### config.mk
export PLATFORM = sky130hd
export DESIGN_NAME = hazard_unit
export DESIGN_NICKNAME = d
export VERILOG_FILES = /design/src/rtl/hazard_unit.sv
export SDC_FILE = /design/constraint.sdc
export NUM_CORES = 1
export LEC_CHECK = 0
export CAP_MARGIN = 0
export CORE_AREA = 2 2 62 64
export CTS_BUF_LIST = sky130_fd_sc_hd__clkbuf_8 sky130_fd_sc_hd__clkbuf_16
export CTS_CLUSTER_DIAMETER = 80
export DETAILED_ROUTE_END_ITERATION = 8
export DIE_AREA = 0 0 64 66
export GPL_TIMING_DRIVEN = 0
export PLACE_DENSITY_LB_ADDON = 0.2
export SKIP_LAST_GASP = 1
export SLEW_MARGIN = 30
export SYNTH_ARGS = -nofsm -noshare
export SYNTH_HDL_FRONTEND = slang
export SYNTH_SLANG_ARGS = --single-unit
### constraint.sdc
create_clock -name clk -period 2.1 [get_ports clk]
set_input_delay 0.42 -clock clk [delete_from_list [all_inputs] [get_ports clk]]
set_output_delay 0.42 -clock clk [all_outputs]
set_load 0.01 [all_outputs]
### src/rtl/hazard_unit.sv
// Pipeline hazard and bypass controller: scoreboard of in-flight writes driving
// bypass selects, load-use stalls, flow-change flushes and sticky halt.
module hazard_unit #(
    parameter int W           = 4,
    parameter int NUM_SRC     = 2,
    parameter int DEPTH       = 3,
    parameter int LOAD_LAT    = 1,
    parameter int FLUSH_DEPTH = 2,
    localparam int SW         = $clog2(DEPTH + 1)
) (
    input  logic                  clk,
    input  logic                  rst_n,
    input  logic                  id_valid,
    input  logic                  id_rf_we,
    input  logic [W-1:0]          id_dst,
    input  logic                  id_is_load,
    input  logic                  id_hlt,
    input  logic [NUM_SRC-1:0]    id_src_re,
    input  logic [NUM_SRC*W-1:0]  id_src_addr,
    input  logic                  ex_cond_kill,
    input  logic                  flow_change,
    output logic                  stall_id,
    output logic                  bubble,
    output logic [NUM_SRC*SW-1:0] byp_sel,
    output logic                  wb_we,
    output logic [W-1:0]          wb_dst,
    output logic                  hlt_wb
);
    localparam int FW = (FLUSH_DEPTH > 1) ? $clog2(FLUSH_DEPTH) : 1;
    localparam logic [FW-1:0] FLUSH_RELOAD = FW'(FLUSH_DEPTH - 1);

    logic [DEPTH:1]         ent_we_q, ent_we_d;
    logic [DEPTH:1]         ent_ld_q, ent_ld_d;
    logic [DEPTH:1]         ent_hlt_q, ent_hlt_d;
    logic [DEPTH:1][W-1:0]  ent_dst_q, ent_dst_d;
    logic [FW-1:0]          fcnt_q, fcnt_d;
    logic                   halted_q, halted_d;
    logic                   hlt_seen_q, hlt_seen_d;
    logic [NUM_SRC*SW-1:0]  byp_q, byp_d;

    logic [DEPTH:1]         eff_we;
    logic [NUM_SRC*SW-1:0]  win_all;
    logic [SW-1:0]          win;
    logic                   win_ld;
    logic [W-1:0]           src;
    logic                   load_use;
    logic                   squash;

    // Youngest producer wins: scan oldest to youngest so the last hit sticks.
    always_comb begin
        eff_we    = ent_we_q;
        eff_we[1] = ent_we_q[1] & ~ex_cond_kill;
        win_all   = '0;
        load_use  = 1'b0;
        win       = '0;
        win_ld    = 1'b0;
        src       = '0;
        for (int unsigned s = 0; s < NUM_SRC; s++) begin
            win    = '0;
            win_ld = 1'b0;
            src    = id_src_addr[s*W +: W];
            for (int unsigned d = DEPTH; d >= 1; d--) begin
                if (id_src_re[s] && (src != '0) && eff_we[d] && (ent_dst_q[d] == src)) begin
                    win    = SW'(d);
                    win_ld = ent_ld_q[d];
                end
            end
            win_all[s*SW +: SW] = win;
            if (win_ld && (win != '0) && (int'(win) <= LOAD_LAT)) begin
                load_use = 1'b1;
            end
        end
        squash   = flow_change | (fcnt_q != '0);
        stall_id = rst_n & (halted_q | (load_use & ~squash));
        bubble   = halted_q | squash | load_use | ~id_valid;
    end

    always_comb begin
        ent_we_d  = '0;
        ent_ld_d  = '0;
        ent_hlt_d = '0;
        ent_dst_d = '0;
        if (!bubble) begin
            ent_we_d[1]  = id_rf_we;
            ent_ld_d[1]  = id_is_load;
            ent_hlt_d[1] = id_hlt;
            ent_dst_d[1] = id_dst;
        end
        for (int unsigned k = 2; k <= DEPTH; k++) begin
            ent_we_d[k]  = ent_we_q[k-1];
            ent_ld_d[k]  = ent_ld_q[k-1];
            ent_hlt_d[k] = ent_hlt_q[k-1];
            ent_dst_d[k] = ent_dst_q[k-1];
        end
        ent_we_d[2] = eff_we[1];

        if (flow_change)         fcnt_d = FLUSH_RELOAD;
        else if (fcnt_q != '0)   fcnt_d = fcnt_q - 1'b1;
        else                     fcnt_d = '0;

        // Halt latches only once the HLT actually issues into stage 1.
        halted_d   = halted_q | (~bubble & id_hlt);
        hlt_seen_d = hlt_seen_q | ent_hlt_q[DEPTH];
        byp_d      = bubble ? '0 : win_all;
    end

    always_ff @(posedge clk) begin
        if (!rst_n) begin
            ent_we_q   <= '0;
            ent_ld_q   <= '0;
            ent_hlt_q  <= '0;
            ent_dst_q  <= '0;
            fcnt_q     <= '0;
            halted_q   <= 1'b0;
            hlt_seen_q <= 1'b0;
            byp_q      <= '0;
        end else begin
            ent_we_q   <= ent_we_d;
            ent_ld_q   <= ent_ld_d;
            ent_hlt_q  <= ent_hlt_d;
            ent_dst_q  <= ent_dst_d;
            fcnt_q     <= fcnt_d;
            halted_q   <= halted_d;
            hlt_seen_q <= hlt_seen_d;
            byp_q      <= byp_d;
        end
    end

    assign byp_sel = byp_q;
    assign wb_we   = ent_we_q[DEPTH];
    assign wb_dst  = ent_dst_q[DEPTH];
    assign hlt_wb  = hlt_seen_q | ent_hlt_q[DEPTH];
endmodule

==> results.md, run 1 <==
- The number of synthesis warnings is 0.
- The fraction of final layout cells with drive strength greater than 1 is 21.15%.
- The transition at the pin with the smallest max-transition slack is 0.4899 ns.
- The routed wire length per instance is 12.45 microns.
- For this run, the detailed router's first-pass iteration total came to 4.
- The routed via count is 896.
- The wire length of the first global-routing pass is 4.305 mm.
- The checks that failed: setup timing.
- The weighted congestion at the end of routability-driven global placement is 0.8350.
- The classification of the worst-slack hold path is reg2reg.
- The arrival time of data at the critical path endpoint is 1.72 ns.
- The relative area change from synthesis to final layout is 38.28%.
- The critical path goes through clkdlybuf4s50_1 > o41a_1 > and3_4 > nor2_4 > o41ai_2 > buf_2.
- Of the available clock period, the critical path in the final layout requires 102.1%.
- The area inside the core boundary is 3551 sq um.
- The cell count after synthesis is 115.
- The number of antenna diodes in the final layout is 0.
- Entering global routing, the biggest net connects 14 pins.
- At the worst endpoint, the required time is 1.68 ns.
- At the placement stage, the worst setup path has a slack of -1.030 ns.
- The worst-case clock skew is 0.005726 ns.
- The cell count after placement is 196.
- The fraction of synthesized cell area taken by the top area cell type is 44.11%.
- After synthesis, the most frequently instantiated cells are sky130_fd_sc_hd__dfxtp_1 (26), sky130_fd_sc_hd__and2_1 (19), sky130_fd_sc_hd__xor2_1 (19), sky130_fd_sc_hd__nand2_1 (7).
- The number of I/O pins is 34.
- Detailed placement ended at an HPWL of 1.981 mm.
- The detailed-route wire length is 2.539 mm.
- The count of state elements after synthesis is 26.
- IR analysis of the VDD net gives a maximum drop of 408.5 uV.
- The total CTS buffers is 3.
- The clock tree buffer depth is 2.
- Once the floorplan was initialized, standard cells occupied 33.23% of the core.
- The worst-case headroom to the max-slew limit is 67.04%.
- For this block, the initial DRC count from the detailed router was 7.
- The clock net sink count is 26.
- The initial antenna violation count is 0.
- Based on the critical path, the design can be clocked at up to 466.3 MHz.
- The remaining global-route overflow is 0.
- After the last flow step, the layout net total stands at 180.
- The minimum clock period after layout is 2.145 ns.
- The library cell with the largest summed area after synthesis is sky130_fd_sc_hd__dfxtp_1.
- The number of maximum-capacitance violations is 0.
- The netlist area before placement is 1180 sq um.
- Clock latency on the worst-skew pair, taken at its later pin, is 0.27 ns.
- Counting distinct cell types in the post-synthesis netlist gives 32.
- The run finished, with violations left.
- Buffers placed on the I/O ports in this run total 33.
- Setup repair after global routing could not meet its margin everywhere.
- The most frequent cell after synthesis is sky130_fd_sc_hd__dfxtp_1.
- The critical path endpoint category is an output port.
- For the worst flop-to-flop path, the logic depth is 6.
- The clock transition time at the flip-flop clock pins of the worst setup and hold paths is 0.08 ns.
- The maximum fanout along the worst path is 2.
- In this run the horizontal extent of the chip is 64 microns.
- The buffer cell driving the clock tree root is sky130_fd_sc_hd__clkbuf_8.
- The most used flip-flop cell after synthesis is sky130_fd_sc_hd__dfxtp_1.
- The number of rows created at floorplan is 22.
- The height of the chip is 66 microns.
- The total routing resource utilization after global routing is 13.56%.
- STA classifies the critical path startpoint as an input pin.
- The number of enable-type register cells in the synthesized netlist is 0.
- In the post-route analysis, the smallest setup slack over all paths is -0.04477 ns.
- The worst hold path stage count is 1.
- The leakage dissipation is 0.6709 nW.
- The number of max-slew violations in the final report was 0.
- The slowest stage of the critical path belongs to the cell sky130_fd_sc_hd__clkdlybuf4s50_1.
- The remaining antenna violation count after routing is 0.
- Setup violations remaining at the end of the flow were counted as 1.
- The overall die area is 4224 sq um.
- By area the synthesized netlist is led by sky130_fd_sc_hd__dfxtp_1 (44%), sky130_fd_sc_hd__xor2_1 (14%), sky130_fd_sc_hd__and2_1 (10%).
- After synthesis, flip-flops and latches occupy 44.11% of the total area.
- The synthesized area per cell is 10.26 sq um.
- The number of global-route vias before repair came to 923.
- The share of flip-flops with an asynchronous set or reset is 0%.
- The number of nets handed over by synthesis was 137.
- Buffers inserted to repair hold after CTS numbered 0.
- The largest stage delay on the critical path is 0.46 ns.
- The clock tree from TritonCTS is done.
- In the routed layout, each cell is associated on average with a via count of 4.392.
- The final hold violation count came to 0.
- The H-tree depth is 1.
- Power spread over the standard cell area amounts to 547.2 nW/um^2.
- The post-layout instance count excluding filler cells is 204.
- In the routed design, unresolved DRC markers number 0.
- The critical setup path kind is in2out.
## critical path: cells and delay by family
family	cells	cell delay [ns]
and+or+nand+nor	2	0.28
buffers and inverters	2	0.63
AOI/OAI and AO/OA	2	0.39
## repair_timing
item / 4_1_cts / 5_1_grt
pin swaps: 9 / 4
setup endpoints to repair: 2 / 2
gates resized for setup: 45 / 3
setup buffers: 5 / 0
## cells in the final DEF, fill, tap and decap left out, drive strengths merged, types with 3 or more instances in the layout
cell,instances
nor2,6
and2,20
dfxtp,26
xnor2,5
clkdlybuf4s15,3
inv,3
nand2,7
clkbuf,4
nor4,4
xor2,19
buf,12
clkdlybuf4s50,21
## flip-flops by register name, summed over array words and instances (netlist names)
signal / flops
ent_ld_q: 1
hlt_seen_q: 1
halted_q: 1
wb_dst: 4
fcnt_q: 1
ent_dst_d: 8
ent_hlt_q: 3
ent_we_q: 3
byp_sel: 4
## where the power goes
part	total (mW)	internal, mW	switching [mW]
Combinational	0.111	0.0591	0.0519
Sequential	0.507	0.500	0.00604
Clock	0.275	0.128	0.147
## final timing paths
kind	from	endpoint	slack, ns
max	id_src_re[1]	stall_id	-0.04
max reg2reg	ent_dst_d[6]	byp_sel[0]	0.56
min reg2reg	ent_hlt_q[1]	ent_hlt_q[2]	0.44
min	ent_hlt_q[1]	ent_hlt_q[2]	0.44
## final cells by class
type,instances,area (sq um)
tap,48,60.06
timing repair buffer,38,334.1
fill,361,1919
buffer,1,5.005
inverter,3,11.26
clock buffer,3,41.29
sequential,26,523.0
multi-input combinational,85,656.9
## stage by stage
| step | power (mW) | hold slack [ns] | util (%) | setup TNS (ns) | area, sq um |
|---|---|---|---|---|---|
| after CTS | 0.8958 | 0.4427 | 46.09 | -0.03371 | 1637 |
| after global placement | 0.6313 | 0.4146 | 44.22 | -3.368 | 1570 |
| after floorplan | 0.5636 | 0.4119 | - | 0 | 1180 |
| after detailed placement | 0.6329 | 0.4233 | 44.22 | -3.301 | 1570 |
| final | 0.8928 | 0.4388 | 45.95 | -0.04477 | 1632 |
| after global routing | 0.9294 | 0.4566 | 45.95 | -0.1230 | 1632 |
## logic make-up after synthesis
logic type	share of synthesized area, %
compound gates	10.61
simple gates	26.19
xor+xnor	17.82
flops	44.11
buf+inv	1.272
## routing by layer
| layer | up-vias | global-route usage (%) | wire length, microns |
|---|---|---|---|
| met2 | 18 | 22.53 | 1226 |
| met1 | 407 | 16.75 | 1208 |
| met3 | 2 | 2.726 | 76 |
| met4 | 0 | 6.522 | 27 |
| met5 | - | 0 | 0 |
| li1 | 469 | - | - |
(Power assumes the default switching activity.)
==> run 2: changes to the inputs <==
Settings changed: SLEW_MARGIN 30 to 15.
==> results of run 2 <==
Final layout, timing and power as in run 1 (identical DEF).
